`src/rtl/bs_pkg.sv`:
```
// Shared constants for the Black-Scholes host controller: core command and status codes,
// the slave-port register map and the sequencer state encoding.
package bs_pkg;

  localparam logic [3:0] CMD_NONE = 4'd0;
  localparam logic [3:0] CMD_RUN  = 4'd1;
  localparam logic [3:0] CMD_ACK  = 4'd2;

  localparam logic [3:0] CORE_IDLE     = 4'd0;
  localparam logic [3:0] CORE_RUNNING  = 4'd1;
  localparam logic [3:0] CORE_COMPLETE = 4'd2;

  localparam logic [3:0] A_CTRL    = 4'd0;
  localparam logic [3:0] A_STAT    = 4'd1;
  localparam logic [3:0] A_NITER   = 4'd2;
  localparam logic [3:0] A_CONSTK  = 4'd3;
  localparam logic [3:0] A_CONST1  = 4'd4;
  localparam logic [3:0] A_CONST2  = 4'd5;
  localparam logic [3:0] A_CONST3  = 4'd6;
  localparam logic [3:0] A_ACC     = 4'd7;
  localparam logic [3:0] A_POW_ACC = 4'd8;
  localparam logic [3:0] A_CYCLES  = 4'd9;

  localparam logic [2:0] S_IDLE      = 3'd0;
  localparam logic [2:0] S_RUN_REQ   = 3'd1;
  localparam logic [2:0] S_WAIT_CMPL = 3'd2;
  localparam logic [2:0] S_ACK_REQ   = 3'd3;
  localparam logic [2:0] S_FIN       = 3'd4;

  function automatic logic [31:0] stat_word(input logic busy, input logic done,
                                            input logic timeout, input logic [3:0] core_status);
    return {24'd0, core_status, 1'b0, timeout, done, busy};
  endfunction

endpackage

```
`src/rtl/bs_host_regs.sv`:
```
// Slave-port decode for the host controller: run constants, IRQ enable, control/W1C
// strobes and the registered read mux.
module bs_host_regs
  import bs_pkg::*;
(
  input  logic        clk,
  input  logic        nreset,
  input  logic [3:0]  addr,
  input  logic        wr,
  input  logic [31:0] wdata,
  input  logic        rd,
  input  logic        busy,
  input  logic        done,
  input  logic        timeout,
  input  logic [3:0]  core_status,
  input  logic [31:0] acc,
  input  logic [31:0] pow_acc,
  input  logic [31:0] cycles,
  output logic [31:0] rdata,
  output logic [31:0] niter,
  output logic [31:0] constK,
  output logic [31:0] const1,
  output logic [31:0] const2,
  output logic [31:0] const3,
  output logic        irq_en,
  output logic        start,
  output logic        clr_done,
  output logic        clr_timeout
);

  logic [31:0] niter_q, niter_d, constk_q, constk_d;
  logic [31:0] const1_q, const1_d, const2_q, const2_d, const3_q, const3_d;
  logic [31:0] rdata_q, rdata_d;
  logic        irq_en_q, irq_en_d;

  always_comb begin
    niter_d  = niter_q;
    constk_d = constk_q;
    const1_d = const1_q;
    const2_d = const2_q;
    const3_d = const3_q;
    irq_en_d = irq_en_q;
    rdata_d  = rdata_q;
    if (wr && addr == A_CTRL) irq_en_d = wdata[1];
    // Constants are frozen for the whole run so the core never sees them change.
    if (wr && !busy) begin
      case (addr)
        A_NITER:  niter_d  = wdata;
        A_CONSTK: constk_d = wdata;
        A_CONST1: const1_d = wdata;
        A_CONST2: const2_d = wdata;
        A_CONST3: const3_d = wdata;
        default: ;
      endcase
    end
    if (rd) begin
      case (addr)
        A_STAT:    rdata_d = stat_word(busy, done, timeout, core_status);
        A_NITER:   rdata_d = niter_q;
        A_CONSTK:  rdata_d = constk_q;
        A_CONST1:  rdata_d = const1_q;
        A_CONST2:  rdata_d = const2_q;
        A_CONST3:  rdata_d = const3_q;
        A_ACC:     rdata_d = acc;
        A_POW_ACC: rdata_d = pow_acc;
        A_CYCLES:  rdata_d = cycles;
        default:   rdata_d = '0;
      endcase
    end
  end

  always_ff @(posedge clk or negedge nreset) begin
    if (!nreset) begin
      niter_q  <= '0;
      constk_q <= '0;
      const1_q <= '0;
      const2_q <= '0;
      const3_q <= '0;
      irq_en_q <= 1'b0;
      rdata_q  <= '0;
    end else begin
      niter_q  <= niter_d;
      constk_q <= constk_d;
      const1_q <= const1_d;
      const2_q <= const2_d;
      const3_q <= const3_d;
      irq_en_q <= irq_en_d;
      rdata_q  <= rdata_d;
    end
  end

  assign start       = wr && addr == A_CTRL && wdata[0];
  assign clr_done    = wr && addr == A_STAT && wdata[1];
  assign clr_timeout = wr && addr == A_STAT && wdata[2];
  assign rdata  = rdata_q;
  assign niter  = niter_q;
  assign constK = constk_q;
  assign const1 = const1_q;
  assign const2 = const2_q;
  assign const3 = const3_q;
  assign irq_en = irq_en_q;

endmodule

```
`src/rtl/bs_host_ctrl.sv`:
```
// Host-side sequencer for the Black-Scholes core: RUN, wait COMPLETE, capture results,
// ACK, wait IDLE, with a per-state timeout and a sticky done flag / level interrupt.
module bs_host_ctrl #(
  parameter logic [31:0] TIMEOUT_CYCLES = 32'd1000000,
  parameter logic [3:0]  CMD_RUN        = 4'd1,
  parameter logic [3:0]  CMD_ACK        = 4'd2
) (
  input  logic        clk,
  input  logic        nreset,
  input  logic [3:0]  addr,
  input  logic        wr,
  input  logic [31:0] wdata,
  input  logic        rd,
  output logic [31:0] rdata,
  output logic        irq,
  output logic [31:0] niter,
  output logic [31:0] constK,
  output logic [31:0] const1,
  output logic [31:0] const2,
  output logic [31:0] const3,
  output logic [3:0]  cmd,
  input  logic [3:0]  core_status,
  input  logic [31:0] core_acc,
  input  logic [31:0] core_pow_acc
);
  import bs_pkg::*;

  logic [2:0]  state_q, state_d;
  logic [31:0] wait_q, wait_d, cycles_q, cycles_d;
  logic [31:0] acc_q, acc_d, pow_acc_q, pow_acc_d;
  logic        busy_q, busy_d, done_q, done_d, timeout_q, timeout_d;
  logic [3:0]  cmd_q, cmd_d;
  logic        irq_en, start, clr_done, clr_timeout;
  logic        wait_expired, abort;

  bs_host_regs u_regs (
    .clk         (clk),
    .nreset      (nreset),
    .addr        (addr),
    .wr          (wr),
    .wdata       (wdata),
    .rd          (rd),
    .busy        (busy_q),
    .done        (done_q),
    .timeout     (timeout_q),
    .core_status (core_status),
    .acc         (acc_q),
    .pow_acc     (pow_acc_q),
    .cycles      (cycles_q),
    .rdata       (rdata),
    .niter       (niter),
    .constK      (constK),
    .const1      (const1),
    .const2      (const2),
    .const3      (const3),
    .irq_en      (irq_en),
    .start       (start),
    .clr_done    (clr_done),
    .clr_timeout (clr_timeout)
  );

  assign wait_expired = (wait_q == TIMEOUT_CYCLES - 32'd1);

  always_comb begin
    state_d   = state_q;
    cycles_d  = cycles_q;
    acc_d     = acc_q;
    pow_acc_d = pow_acc_q;
    done_d    = done_q & ~clr_done;
    timeout_d = timeout_q & ~clr_timeout;
    abort     = 1'b0;
    // Illegal core codes simply fail to match and fall through to the timeout.
    case (state_q)
      S_IDLE: if (start) begin
        state_d   = S_RUN_REQ;
        done_d    = 1'b0;
        timeout_d = 1'b0;
        cycles_d  = '0;
      end
      S_RUN_REQ: begin
        cycles_d = cycles_q + 32'd1;
        if (core_status == CORE_RUNNING) state_d = S_WAIT_CMPL;
        else                             abort   = wait_expired;
      end
      S_WAIT_CMPL: begin
        if (core_status == CORE_COMPLETE) begin
          acc_d     = core_acc;
          pow_acc_d = core_pow_acc;
          state_d   = S_ACK_REQ;
        end else begin
          cycles_d = cycles_q + 32'd1;
          abort    = wait_expired;
        end
      end
      S_ACK_REQ: begin
        if (core_status == CORE_IDLE) state_d = S_FIN;
        else                          abort   = wait_expired;
      end
      S_FIN: begin
        done_d  = 1'b1;
        state_d = S_IDLE;
      end
      default: state_d = S_IDLE;
    endcase
    if (abort) begin
      timeout_d = 1'b1;
      state_d   = S_IDLE;
    end
    wait_d = (state_d != state_q || state_q == S_IDLE) ? '0 : wait_q + 32'd1;
    busy_d = (state_d != S_IDLE);
    // cmd follows the next state so it is registered and never carries RUN and ACK together.
    case (state_d)
      S_RUN_REQ: cmd_d = CMD_RUN;
      S_ACK_REQ: cmd_d = CMD_ACK;
      default:   cmd_d = CMD_NONE;
    endcase
  end

  always_ff @(posedge clk or negedge nreset) begin
    if (!nreset) begin
      state_q   <= S_IDLE;
      wait_q    <= '0;
      cycles_q  <= '0;
      acc_q     <= '0;
      pow_acc_q <= '0;
      busy_q    <= 1'b0;
      done_q    <= 1'b0;
      timeout_q <= 1'b0;
      cmd_q     <= CMD_NONE;
    end else begin
      state_q   <= state_d;
      wait_q    <= wait_d;
      cycles_q  <= cycles_d;
      acc_q     <= acc_d;
      pow_acc_q <= pow_acc_d;
      busy_q    <= busy_d;
      done_q    <= done_d;
      timeout_q <= timeout_d;
      cmd_q     <= cmd_d;
    end
  end

  assign cmd = cmd_q;
  assign irq = done_q & irq_en;

endmodule

```
`config.mk`:
```
export PLATFORM = sky130hd
export DESIGN_NAME = bs_host_ctrl
export DESIGN_NICKNAME = d
export VERILOG_FILES = /design/src/rtl/bs_pkg.sv /design/src/rtl/bs_host_regs.sv /design/src/rtl/bs_host_ctrl.sv
export SDC_FILE = /design/constraint.sdc
export NUM_CORES = 1
export LEC_CHECK = 0
export ABC_AREA = 1
export ABC_CLOCK_PERIOD_IN_PS = 3800
export BUFFER_PORTS_ARGS = -buffer_cell sky130_fd_sc_hd__buf_2
export CAP_MARGIN = 5
export CORE_AREA = 2 2 191 240
export CTS_CLUSTER_DIAMETER = 50
export CTS_CLUSTER_SIZE = 25
export DETAILED_ROUTE_END_ITERATION = 16
export DIE_AREA = 0 0 193 242
export PLACE_DENSITY = 0.59
export SLEW_MARGIN = 30
export SYNTH_ARGS = -nofsm -noshare
export SYNTH_HDL_FRONTEND = slang
export SYNTH_SLANG_ARGS = --single-unit
```
`constraint.sdc`:
```
create_clock -name clk -period 3.8 [get_ports clk]
set_input_delay 0.76 -clock clk [delete_from_list [all_inputs] [get_ports clk]]
set_output_delay 0.76 -clock clk [all_outputs]
set_load 0.01 [all_outputs]
```
==> qor.txt <==
outcome: completed
setup ws final: 1369 ps
GRT Total Usage: 24.39%
Synth-to-Final Area Change: 22.49%
Power, Total: 12.88 mW
fin. max-slew vios: 0
RSZ-0062 raised after global routing: false
top-area cell type share of the netlist area: 53.47%
Post-synth EDFFs: 0
final setup violation count: 0
global-route wire length before repair: 85.66 mm
dpl ws: 850.6 ps
clock skew: 32.14 ps
DRT antenna net count: 0
wire per inst: 20.72 um
Die H: 242 um
clk buf depth: 3
Hold Slack: 295.9 ps
H-tree lvl count: 2
asr flop ratio synth: 100.0%
design area: 18860 sq um
Worst EP required: 4250 ps
worst min-delay path class: primary input to asynchronous set/reset pin
VDD IR max: 0.0003810 V
Setup CP Type: primary input to flop
PwrDens: 682.9 nW/um^2
post-cts resize count: 0
Fin. Hold Viols: 0
hold_buf cts: 0
global route total overflow: 0
min Tclk post-route: 2431 ps
Max Cap Viol: 0
drt total wl: 57.16 mm
final worst path period share: 63.97%
largest net degree at the start of global routing: 107
Initial Utilization: 34.50%
sequential area share after synthesis: 53.47%
antenna violations before repair: 6
Die Width: 193 um
number of buffers created by CTS: 35
headroom to the max-slew limit: 35.83%
PortBufs: 302
top cells by area, synth: dfrtp_1 53%, nand2_1 14%, o21ai_0 7.1%
Setup TNS: 0 ps
crit end category: flop
Ports: 305
share of layout cells above drive strength 1: 21.80%
ys flop type: dfrtp_1
cell taking the most area after synthesis: dfrtp_1
vias: 14138
clock sinks: 329
number of global-route vias before repair: 14023
Post-Synthesis Cells: 1859
layout net count: 2258
site row count: 87
placer congestion estimate: 0.9610
Detailed Route Iter0 Violations: 1008
Detail Placement HPWL: 41.47 mm
Max Clk Rate: 0.4114 GHz
placed cell area: 17670 sq um
Worst setup SP type: primary input
Mapped Area: 15400 sq um
YS warnings: 0
routed vias/inst: 5.126
CP Max Fanout: 32
first drt pass iteration count: 5
Mapped Avg Cell Area: 8.283 sq um
Residual DRC: 0
root buf cell: clkbuf_16
DIE AREA: 46710 sq um
post-synthesis register bit count: 329
Core ar.: 44630 sq um
WP data arrival: 2880 ps
CTS clk-pin slew, worst paths: 60 ps
CTS tree: done
Skew-Pair Late Insertion Delay: 550 ps
post-synthesis cell type count: 46
Slew @ Worst Pin: 961.5 ps
post-CTS setup buffer count: 0
LEAKAGE: 9.377 nW
placed cells by master, fill, tap and decap left out, types with 3 or more instances in the layout:
cell type  Yosys  routed
xor2_1        26      26
nor2_1       119     118
inv_8          0       6
nand2_1      571     566
a31oi_1        3       3
mux2_2        22      22
nand4_1       25      25
nor3b_1        3       3
diode_2        0       6
inv_1        164     164
and3_1         8       8
clkinv_4       0       5
nor3_1        43      43
nand2_2        3       8
nor2_4         2       3
xnor2_1        9       9
o31ai_1        8       8
inv_2          4       4
buf_12         0      10
nand3_1       45      45
inv_6          0       7
nor3_2         3       3
nor2_2        32      32
clkinv_1       3       3
buf_2          6     301
o2111ai_1     23      23
o21ai_0      217     217
o22ai_1       17      17
a21oi_1       74      74
clkbuf_16      0      35
nor4_1         3       3
buf_4          3      22
dfrtp_1      329     329
stage by stage:
stage	std cells	util [%]
after floorplan	1860	-
after global placement	2689	39.59
after detailed placement	2689	39.59
after CTS	2752	42.23
after global routing	2757	42.26
final	2758	42.26
report_power, final:
part / switching (mW) / total (mW) / leakage [nW] / internal, mW
Clock: 1.66 / 3.55 / 0.578 / 1.90
Combinational: 2.30 / 3.59 / 4.61 / 1.29
Sequential: 1.02 / 5.73 / 4.19 / 4.71
Total: 4.98 / 12.9 / 9.38 / 7.90
per-layer routing:
metal / part of all wire [%] / wire length [um] / track usage, %
met5: 0 / 0 / 0
met4: 4.5 / 2565 / 10.63
met3: 6.6 / 3757 / 4.694
met2: 49 / 27820 / 40.20
met1: 40 / 23010 / 31.00
synthesized netlist by cell type, types with 4 or more instances:
| cell | count |
|---|---|
| nand4_1 | 25 |
| nand3_1 | 45 |
| o22ai_1 | 17 |
| xnor2_1 | 9 |
| o21ai_0 | 217 |
| dfrtp_1 | 329 |
| nand2_1 | 571 |
| clkbuf_1 | 68 |
| mux2_2 | 22 |
| a21oi_1 | 74 |
| buf_2 | 6 |
| nor3_1 | 43 |
| nor2_1 | 119 |
| o31ai_1 | 8 |
| xor2_1 | 26 |
| nor2_2 | 32 |
| o2111ai_1 | 23 |
| inv_1 | 164 |
| inv_2 | 4 |
| and3_1 | 8 |
critical path, cell delays in order:
cell and delay (ps):
buf_2 130, nor2_2 160, nand3_1 200, nor2_1 130, nand2_1 390, nand3b_1 290
nand2_1 130, nand2_1 70, nand2_1 70, inv_2 70, nand2_4 280, nor2_1 200
state kept, by name (all words and copies together), names as in the netlist:
name           flops
cmd                2
wait_q            32
u_regs.const3     32
acc_q             32
u_regs.niter      32
done_q             1
u_regs.const1     32
state_q            3
u_regs.irq_en      1
busy_q             1
pow_acc_q         32
u_regs.constK     32
timeout_q          1
u_regs.rdata      32
cycles_q          32
u_regs.const2     32
cells by family (layout without fill, tap and decap cells):
| group | Yosys count | in the layout | synth area share [%] |
|---|---|---|---|
| xor+xnor | 35 | 35 | 1.991 |
| fa+ha+maj | 2 | 2 | 0.1625 |
| flops | 329 | 329 | 53.47 |
| simple gates | 865 | 865 | 23.71 |
| mux | 22 | 22 | 1.609 |
| buf+inv | 254 | 568 | 6.533 |
| other cells | 1 | 8 | 0.02435 |
| compound gates | 351 | 351 | 12.51 |
worst paths after layout:
path / cells after the start / endpoint / slack (ps) / startpoint
worst max-delay path: 12 / wait_q[31] / 1370 / addr[1]
worst min-delay path: 1 / wait_q[8] / 300 / nreset
worst max register to register: 12 / wait_q[31] / 1430 / wait_q[0]
worst min register to register: 2 / u_regs.rdata[12] / 480 / u_regs.rdata[12]
max in group asynchronous: 2 / u_regs.niter[13] / 2530 / nreset
min in group clk: 2 / acc_q[27] / 440 / core_acc[27]
layout make-up:
type                            count  area, sq um
Clock inverter                     24        267.8
Sequential cell                   329         8233
Antenna cell                        6        15.01
Fill cell                        4558        25770
Inverter                          171        641.9
Multi-Input combinational cell   1277         6183
Clock buffer                       39        910.9
Timing Repair Buffer              334         1887
Tap cell                          578        723.2
Power figures use the tool's default switching activity.
